<file path="config.mk">
export PLATFORM = sky130hd
export DESIGN_NAME = fpu_addsub_seq
export DESIGN_NICKNAME = d
export VERILOG_FILES = /design/src/rtl/fpu_addsub_seq.sv
export SDC_FILE = /design/constraint.sdc
export NUM_CORES = 1
export LEC_CHECK = 0
export ABC_AREA = 1
export ABC_CLOCK_PERIOD_IN_PS = 13200
export CAP_MARGIN = 15
export CELL_PAD_IN_SITES_DETAIL_PLACEMENT = 0
export CELL_PAD_IN_SITES_GLOBAL_PLACEMENT = 1
export CORE_UTILIZATION = 46
export DETAILED_ROUTE_END_ITERATION = 7
export PLACE_DENSITY_LB_ADDON = 0.1
export SETUP_SLACK_MARGIN = 0.02
export SLEW_MARGIN = 10
export SYNTH_ARGS = -nofsm -noshare
export SYNTH_HDL_FRONTEND = slang
export SYNTH_SLANG_ARGS = --single-unit
</file>
<file path="constraint.sdc">
create_clock -name clk -period 13.2 [get_ports clk]
set_clock_uncertainty 0.15 [all_clocks]
set_input_delay 3.96 -clock clk [delete_from_list [all_inputs] [get_ports clk]]
set_output_delay 3.96 -clock clk [all_outputs]
set_load 0.05 [all_outputs]
</file>
<file path="src/rtl/fpu_addsub_seq.sv">
// -----------------------------------------------------------------------------
// fpu_addsub_seq
//   Multi-cycle add/subtract sequencer for the FP unit (binary32 by default).
//   One operand pair is accepted through a valid/ready handshake and walked
//   through UNPACK -> [ALIGN] -> ADD -> [NORM] -> ROUND -> DONE, one shift per
//   cycle. The packed result and flags are held on a valid/ready output until
//   the consumer takes them; only then is a new operand pair accepted.
//
//   Ports
//     clk        : single clock, rising edge
//     rst        : synchronous, active-high reset (discards any operation)
//     in_valid   : operand pair valid
//     in_ready   : high only in IDLE
//     opcode     : 0 = op1 + op2, 1 = op1 - op2
//     op1, op2   : {sign, exp, frac}
//     out_valid  : result/flags valid (DONE)
//     out_ready  : consumer accepts result
//     result     : packed result
//     flags      : {invalid, overflow, underflow}
//     busy       : high in every state except IDLE
// -----------------------------------------------------------------------------
module fpu_addsub_seq #(
   parameter int S = 1,
   parameter int E = 8,
   parameter int M = 23
) (
   input  logic             clk,
   input  logic             rst,
   input  logic             in_valid,
   output logic             in_ready,
   input  logic             opcode,
   input  logic [S+E+M-1:0] op1,
   input  logic [S+E+M-1:0] op2,
   output logic             out_valid,
   input  logic             out_ready,
   output logic [S+E+M-1:0] result,
   output logic [2:0]       flags,
   output logic             busy
);

   localparam int W  = S + E + M;
   localparam int MW = M + 4;            // {hidden, frac, G, R, S}
   localparam int SW = M + 5;            // MW plus carry bit
   localparam int CW = $clog2(M + 4);

   localparam logic [E-1:0]  EXP_ONES   = {E{1'b1}};
   localparam logic [E-1:0]  EXP_ZERO   = {E{1'b0}};
   localparam logic [E-1:0]  EXP_ONE    = {{(E-1){1'b0}}, 1'b1};
   localparam logic [CW-1:0] CNT_ONE    = {{(CW-1){1'b0}}, 1'b1};
   // Index of the last permitted alignment shift (M+3 shifts in total).
   localparam logic [CW-1:0] ALIGN_LAST = CW'(M + 2);

   typedef enum logic [2:0] {
      ST_IDLE   = 3'd0,
      ST_UNPACK = 3'd1,
      ST_ALIGN  = 3'd2,
      ST_ADD    = 3'd3,
      ST_NORM   = 3'd4,
      ST_ROUND  = 3'd5,
      ST_DONE   = 3'd6
   } state_t;

   // Right shift by one keeping everything shifted out in the sticky LSB.
   function automatic logic [MW-1:0] shr_sticky_m(input logic [MW-1:0] v);
      logic [MW-1:0] r;
      r    = {1'b0, v[MW-1:1]};
      r[0] = v[1] | v[0];
      return r;
   endfunction

   function automatic logic [SW-1:0] shr_sticky_s(input logic [SW-1:0] v);
      logic [SW-1:0] r;
      r    = {1'b0, v[SW-1:1]};
      r[0] = v[1] | v[0];
      return r;
   endfunction

   // ---------------------------------------------------------------- state
   state_t        state_q, state_d;
   logic [W-1:0]  op1_q, op1_d;
   logic [W-1:0]  op2_q, op2_d;
   logic          opc_q, opc_d;
   logic          sa_q, sa_d;
   logic          sb_q, sb_d;
   logic          sign_q, sign_d;
   logic [E-1:0]  exp_q, exp_d;
   logic [E-1:0]  ediff_q, ediff_d;
   logic [CW-1:0] cnt_q, cnt_d;
   logic [MW-1:0] ma_q, ma_d;
   logic [MW-1:0] mb_q, mb_d;
   logic [SW-1:0] mant_q, mant_d;
   logic [W-1:0]  result_q, result_d;
   logic [2:0]    flags_q, flags_d;
   logic          out_valid_q, out_valid_d;
   logic          in_ready_q, in_ready_d;
   logic          busy_q, busy_d;

   // ------------------------------------------------- unpack combinational
   logic            sg1_s, sg2_s;
   logic [E-1:0]    e1_s, e2_s, ea_s, eb_s;
   logic [M-1:0]    f1_s, f2_s;
   logic            z1_s, z2_s, nan_s, swap_s;
   logic [E+M-1:0]  mag1_s, mag2_s;
   logic [MW-1:0]   m1_s, m2_s;

   assign sg1_s  = op1_q[W-1];
   assign sg2_s  = op2_q[W-1] ^ opc_q;     // subtract = add with flipped sign
   assign e1_s   = op1_q[E+M-1:M];
   assign e2_s   = op2_q[E+M-1:M];
   assign f1_s   = op1_q[M-1:0];
   assign f2_s   = op2_q[M-1:0];
   assign z1_s   = (e1_s == EXP_ZERO);     // denormals flushed to zero
   assign z2_s   = (e2_s == EXP_ZERO);
   assign nan_s  = (e1_s == EXP_ONES) || (e2_s == EXP_ONES);
   assign mag1_s = z1_s ? {(E+M){1'b0}} : {e1_s, f1_s};
   assign mag2_s = z2_s ? {(E+M){1'b0}} : {e2_s, f2_s};
   assign m1_s   = z1_s ? {MW{1'b0}} : {1'b1, f1_s, 3'b000};
   assign m2_s   = z2_s ? {MW{1'b0}} : {1'b1, f2_s, 3'b000};
   assign swap_s = (mag2_s > mag1_s);
   assign ea_s   = swap_s ? e2_s : e1_s;
   assign eb_s   = swap_s ? e1_s : e2_s;

   // ---------------------------------------------------- add combinational
   logic [SW-1:0] sum_s;
   assign sum_s = (sa_q == sb_q) ? ({1'b0, ma_q} + {1'b0, mb_q})
                                 : ({1'b0, ma_q} - {1'b0, mb_q});

   // -------------------------------------------------- round combinational
   logic          rnd_s, mc_s, ovf_s;
   logic [M+1:0]  mr_s;
   logic [M-1:0]  frac_s;
   logic [E:0]    exp_r_s;

   // Round to nearest even: up when G and (R or S or LSB).
   assign rnd_s   = mant_q[2] & (mant_q[1] | mant_q[0] | mant_q[3]);
   assign mr_s    = {1'b0, mant_q[SW-2:3]} + {{(M+1){1'b0}}, rnd_s};
   assign mc_s    = mr_s[M+1];
   assign frac_s  = mc_s ? mr_s[M:1] : mr_s[M-1:0];
   assign exp_r_s = {1'b0, exp_q} + {{E{1'b0}}, mc_s};
   assign ovf_s   = (exp_r_s >= {1'b0, EXP_ONES});

   // Next-state and datapath update for every sequencer state.
   always_comb begin
      state_d     = state_q;
      op1_d       = op1_q;
      op2_d       = op2_q;
      opc_d       = opc_q;
      sa_d        = sa_q;
      sb_d        = sb_q;
      sign_d      = sign_q;
      exp_d       = exp_q;
      ediff_d     = ediff_q;
      cnt_d       = cnt_q;
      ma_d        = ma_q;
      mb_d        = mb_q;
      mant_d      = mant_q;
      result_d    = result_q;
      flags_d     = flags_q;
      out_valid_d = out_valid_q;
      in_ready_d  = in_ready_q;
      busy_d      = busy_q;

      case (state_q)
         ST_IDLE: begin
            if (in_valid && in_ready_q) begin
               op1_d      = op1;
               op2_d      = op2;
               opc_d      = opcode;
               in_ready_d = 1'b0;
               busy_d     = 1'b1;
               state_d    = ST_UNPACK;
            end else begin
               state_d    = ST_IDLE;
            end
         end

         ST_UNPACK: begin
            if (nan_s) begin
               result_d    = {1'b0, EXP_ONES, 1'b1, {(M-1){1'b0}}};
               flags_d     = 3'b100;
               out_valid_d = 1'b1;
               state_d     = ST_DONE;
            end else begin
               ma_d    = swap_s ? m2_s  : m1_s;
               mb_d    = swap_s ? m1_s  : m2_s;
               sa_d    = swap_s ? sg2_s : sg1_s;
               sb_d    = swap_s ? sg1_s : sg2_s;
               exp_d   = ea_s;
               ediff_d = ea_s - eb_s;
               cnt_d   = {CW{1'b0}};
               // A zero operand needs no alignment; neither do equal exponents.
               if (z1_s || z2_s || (ea_s == eb_s)) begin
                  state_d = ST_ADD;
               end else begin
                  state_d = ST_ALIGN;
               end
            end
         end

         ST_ALIGN: begin
            mb_d    = shr_sticky_m(mb_q);
            ediff_d = ediff_q - EXP_ONE;
            cnt_d   = cnt_q + CNT_ONE;
            // After M+3 shifts B is sticky-only, so further shifts change nothing.
            if ((ediff_q == EXP_ONE) || (cnt_q == ALIGN_LAST)) begin
               state_d = ST_ADD;
            end else begin
               state_d = ST_ALIGN;
            end
         end

         ST_ADD: begin
            sign_d = sa_q;
            if (sum_s == {SW{1'b0}}) begin
               result_d    = {W{1'b0}};
               flags_d     = 3'b000;
               out_valid_d = 1'b1;
               state_d     = ST_DONE;
            end else begin
               mant_d = sum_s;
               if (sum_s[SW-1] || !sum_s[SW-2]) begin
                  state_d = ST_NORM;
               end else begin
                  state_d = ST_ROUND;
               end
            end
         end

         ST_NORM: begin
            if (mant_q[SW-1]) begin
               mant_d  = shr_sticky_s(mant_q);
               exp_d   = exp_q + EXP_ONE;
               state_d = ST_ROUND;
            end else if (exp_q == EXP_ONE) begin
               // One more left shift would need exp 0: flush to signed zero.
               result_d    = {sign_q, {(W-1){1'b0}}};
               flags_d     = 3'b001;
               out_valid_d = 1'b1;
               state_d     = ST_DONE;
            end else begin
               // The sticky bit is replicated so R|S after the shift stays exact.
               mant_d = {mant_q[SW-2:0], mant_q[0]};
               exp_d  = exp_q - EXP_ONE;
               if (mant_q[SW-3]) begin
                  state_d = ST_ROUND;
               end else begin
                  state_d = ST_NORM;
               end
            end
         end

         ST_ROUND: begin
            if (ovf_s) begin
               result_d = {sign_q, EXP_ONES, {M{1'b0}}};
               flags_d  = 3'b010;
            end else begin
               result_d = {sign_q, exp_r_s[E-1:0], frac_s};
               flags_d  = 3'b000;
            end
            out_valid_d = 1'b1;
            state_d     = ST_DONE;
         end

         ST_DONE: begin
            if (out_ready) begin
               out_valid_d = 1'b0;
               in_ready_d  = 1'b1;
               busy_d      = 1'b0;
               state_d     = ST_IDLE;
            end else begin
               state_d     = ST_DONE;
            end
         end

         default: begin
            out_valid_d = 1'b0;
            in_ready_d  = 1'b1;
            busy_d      = 1'b0;
            state_d     = ST_IDLE;
         end
      endcase
   end

   // Register update with synchronous reset to IDLE.
   always_ff @(posedge clk) begin
      if (rst) begin
         state_q     <= ST_IDLE;
         op1_q       <= {W{1'b0}};
         op2_q       <= {W{1'b0}};
         opc_q       <= 1'b0;
         sa_q        <= 1'b0;
         sb_q        <= 1'b0;
         sign_q      <= 1'b0;
         exp_q       <= {E{1'b0}};
         ediff_q     <= {E{1'b0}};
         cnt_q       <= {CW{1'b0}};
         ma_q        <= {MW{1'b0}};
         mb_q        <= {MW{1'b0}};
         mant_q      <= {SW{1'b0}};
         result_q    <= {W{1'b0}};
         flags_q     <= 3'b000;
         out_valid_q <= 1'b0;
         in_ready_q  <= 1'b1;
         busy_q      <= 1'b0;
      end else begin
         state_q     <= state_d;
         op1_q       <= op1_d;
         op2_q       <= op2_d;
         opc_q       <= opc_d;
         sa_q        <= sa_d;
         sb_q        <= sb_d;
         sign_q      <= sign_d;
         exp_q       <= exp_d;
         ediff_q     <= ediff_d;
         cnt_q       <= cnt_d;
         ma_q        <= ma_d;
         mb_q        <= mb_d;
         mant_q      <= mant_d;
         result_q    <= result_d;
         flags_q     <= flags_d;
         out_valid_q <= out_valid_d;
         in_ready_q  <= in_ready_d;
         busy_q      <= busy_d;
      end
   end

   assign in_ready  = in_ready_q;
   assign out_valid = out_valid_q;
   assign result    = result_q;
   assign flags     = flags_q;
   assign busy      = busy_q;

endmodule

</file>
==> results.md <==
* Status: finished, final reports clean
* Number of distinct library cells after synthesis at 45
* Die Span Y at 179 µm
* Crit start category: input port
* Dpl ws at 6460 ps
* Clk buf depth at 3
* H-tree levels at 1
* Placeable Area at 30700 µm²
* Initial core utilization at 0.471
* Fin crit share at 0.467
* First-pass GRT wire length at 69200 µm
* Actual slew at the worst max-slew pin at roughly 1100 ps
* Synth warnings at 0
* Starting DRC count in detailed routing at roughly 1000
* Cell Rows at 64
* Total iterations of the first detailed-routing run at 8
* Footprint of the multi-input gates at 8560 µm²
* Hold slack at between 300 and 400 ps
* Layout Nets at 2489
* DRC Markers at 0
* Mean routed wirelength per cell at 15.5 µm
* Placed inst area at 15700 µm²
* Hold buffers post-CTS at 0
* Final WL at between 40000 and 50000 µm
* Most used DFF post-synth: dfxtp_1
* Initial antenna violation count at 0
* HP Start: out_valid
* Via density at 5.35
* Sequential Area at 4180 µm²
* Post_cts resized at 0
* CP max stage delay at 840 ps
* Crit-path max FO at ~100
* Synthesized Nets at 2455
* EDFF count, synth at 0
* Dpl hpwl at 32000 µm
* Final setup viols at 0
* All-layer global routing usage at 0.267
* Total grt overflow at 0
* Cells after Synth at 2315
* Final Wtd Congestion at 0.902
* Share of layout cells above drive strength 1 at 0.0359
* CP Data Required Time at 13500 ps
* Fill count at 3200
* Post-synthesis register bit count at 209
* Post-detailed-route count of antenna-violating nets at 0
* Reg2reg path depth at 28
* IO Count at about 110
* Crit path time final at 6170 ps
* # port buffers at between 100 and 150
* Worst path most repeated cell: buf_4
* Clock Latency Late Sink at 550 ps
* Die area at roughly 32000 µm²
* ANT cells at 0
* Post-CTS Setup Repair Bufs at 0
* Largest net degree at the start of global routing at 100
* TritonCTS clock tree: done
* CTS Root Cell: clkbuf_16
* Crit path cell chain: clkdlybuf4s50_1 > buf_4 > inv_4 > buf_4 > nand2_1 > nor3b_1
* Setup Crit Path Kind: in -> reg
* Slew margin rel. at 0.285
* Family with the most delay on the worst path: buffers and inverters
* Slew Viols, Final at 0
* Flop-to-flop setup slack at approximately 7100 ps
* Vias in the first global route at 13297
* Hold Vio Cnt, Final at 0
* RSZ-0062 raised after global routing: false
* Hold Crit Endpoint: out_valid
* Most frequent cells in the layout: 506 x nand2_1, 326 x inv_1, 287 x nor2_1, 209 x dfxtp_1, 204 x a21oi_1
* Critical-path top delay cell: buf_4
* Layout Area Growth over Synthesis at 14.0%
* Avg Cell Area, Syn at 6.25 µm²
* Max frequency at 162 MHz
* Register area share after synthesis at 0.289
* Hold Crit Class: reg -> reg
* Post-route worst setup slack at 7030 ps
* Hold path cells at 2
* Most common cell after layout, fill and taps aside: nand2_1
* CTS buffer count at 25
* Post-Syn Area at 14500 µm²
* Die width at between 150 and 200 µm
* Final instance area at between 15000 and 20000 µm²
* Reg-to-reg startpoint: mb_q[0]
* Synth async-reset ratio at 0
* Pwr dens at approximately 260 nW/µm²
* Clock-pin slew on the worst setup and hold paths at 60 ps
* Pleak at 7.42 nW
* CP bufs+invs at 4
* Reg-to-reg endpoint: result[25]
* Max cap viols at 0
* Clock sink count at 209
* Maximum vdd ir drop at 154 µV
* Fin util at 0.537
* Via Count at 14784
* CP arrival at ~6500 ps
* Endpoint type of the worst setup path: flip-flop
* Setup tns final at 0 ps
-- routing by layer --
metal  vias up  track usage  share of wire
met5         -            0              0
met4         0       0.0588          0.018
met3        48       0.0274          0.049
met2       393        0.420           0.44
met1      6694        0.390           0.49
li1       7649            -              -
-- Yosys cell counts, types with 16 or more instances --
cell / count / area [µm²]
nand2_1: 506 / 1900
a21oi_1: 204 / 1020
o21ai_0: 162 / 811
nand4_1: 68 / 425
clkbuf_1: 85 / 319
inv_1: 327 / 1230
nand3_1: 110 / 551
o211ai_1: 27 / 203
ha_1: 70 / 876
dfxtp_1: 209 / 4180
xor2_1: 47 / 412
nor3_1: 36 / 180
a31oi_1: 18 / 113
o221ai_1: 16 / 140
nor2_1: 290 / 1090
a221oi_1: 20 / 175
-- power by group --
part / switching, mW / internal [mW]
registers: 0.172 / 0.817
clock network: 0.283 / 0.410
logic: 1.71 / 0.841
-- how the worst max path moves through the flow --
| stage | start | endpoint | slack (ps) | cells past startpoint |
|---|---|---|---|---|
| after global routing | mb_q[0] | result[18] | 6340 | 29 |
| after detailed placement | rst | cnt_q[4] | 6460 | 6 |
| after floorplan | in_valid | in_ready | 8200 | 5 |
| after global placement | rst | cnt_q[2] | 6530 | 6 |
| after CTS | rst | cnt_q[4] | 7020 | 6 |
| final | rst | cnt_q[2] | 7030 | 6 |
-- worst min-delay path: cells and delay by family (launching register included) --
| kind | cells | cell delay (ps) |
|---|---|---|
| buffers and inverters | 1 | 50 |
| AOI/OAI and AO/OA | 1 | 50 |
| DFF | 1 | 310 |
-- per-stage QoR --
stage / cells / total power, mW
floorplan: 2315 / 2.84
global placement: 2718 / 3.50
detailed placement: 2718 / 3.52
CTS: 2764 / 4.23
global route: 2764 / 4.63
finish: 2764 / 4.23
-- state kept, by name, summed over array words and instances (netlist names) --
name,flops
cnt_q,5
ediff_q,8
op2_q,32
sa_q,1
state_q,3
exp_q,8
ma_q,24
mant_q,28
sb_q,1
result,32
opc_q,1
in_ready,1
out_valid,1
sign_q,1
flags,3
mb_q,27
busy,1
op1_q,32
-- layout make-up --
cell class / instances / area share
clock buffer: 38 / 0.0451
clock inverter: 8 / 0.00508
inverter: 332 / 0.0757
multi-input combinational: 1659 / 0.519
sequential: 209 / 0.254
tap: 396 / 0.0300
timing repair buffer: 122 / 0.0716
-- logic make-up (layout without fill, tap and decap cells) --
kind of cell	after synthesis	count (layout)	synth area share
AND/OR/NAND/NOR	1049	1049	0.306
XOR/XNOR	58	58	0.0351
buffers and inverters	447	500	0.121
flip-flops	209	209	0.289
AO/OA/AOI/OAI	481	481	0.187
adder cells (fa/ha/maj)	71	71	0.0619
Note: power is estimated with default switching activity, not from simulation.
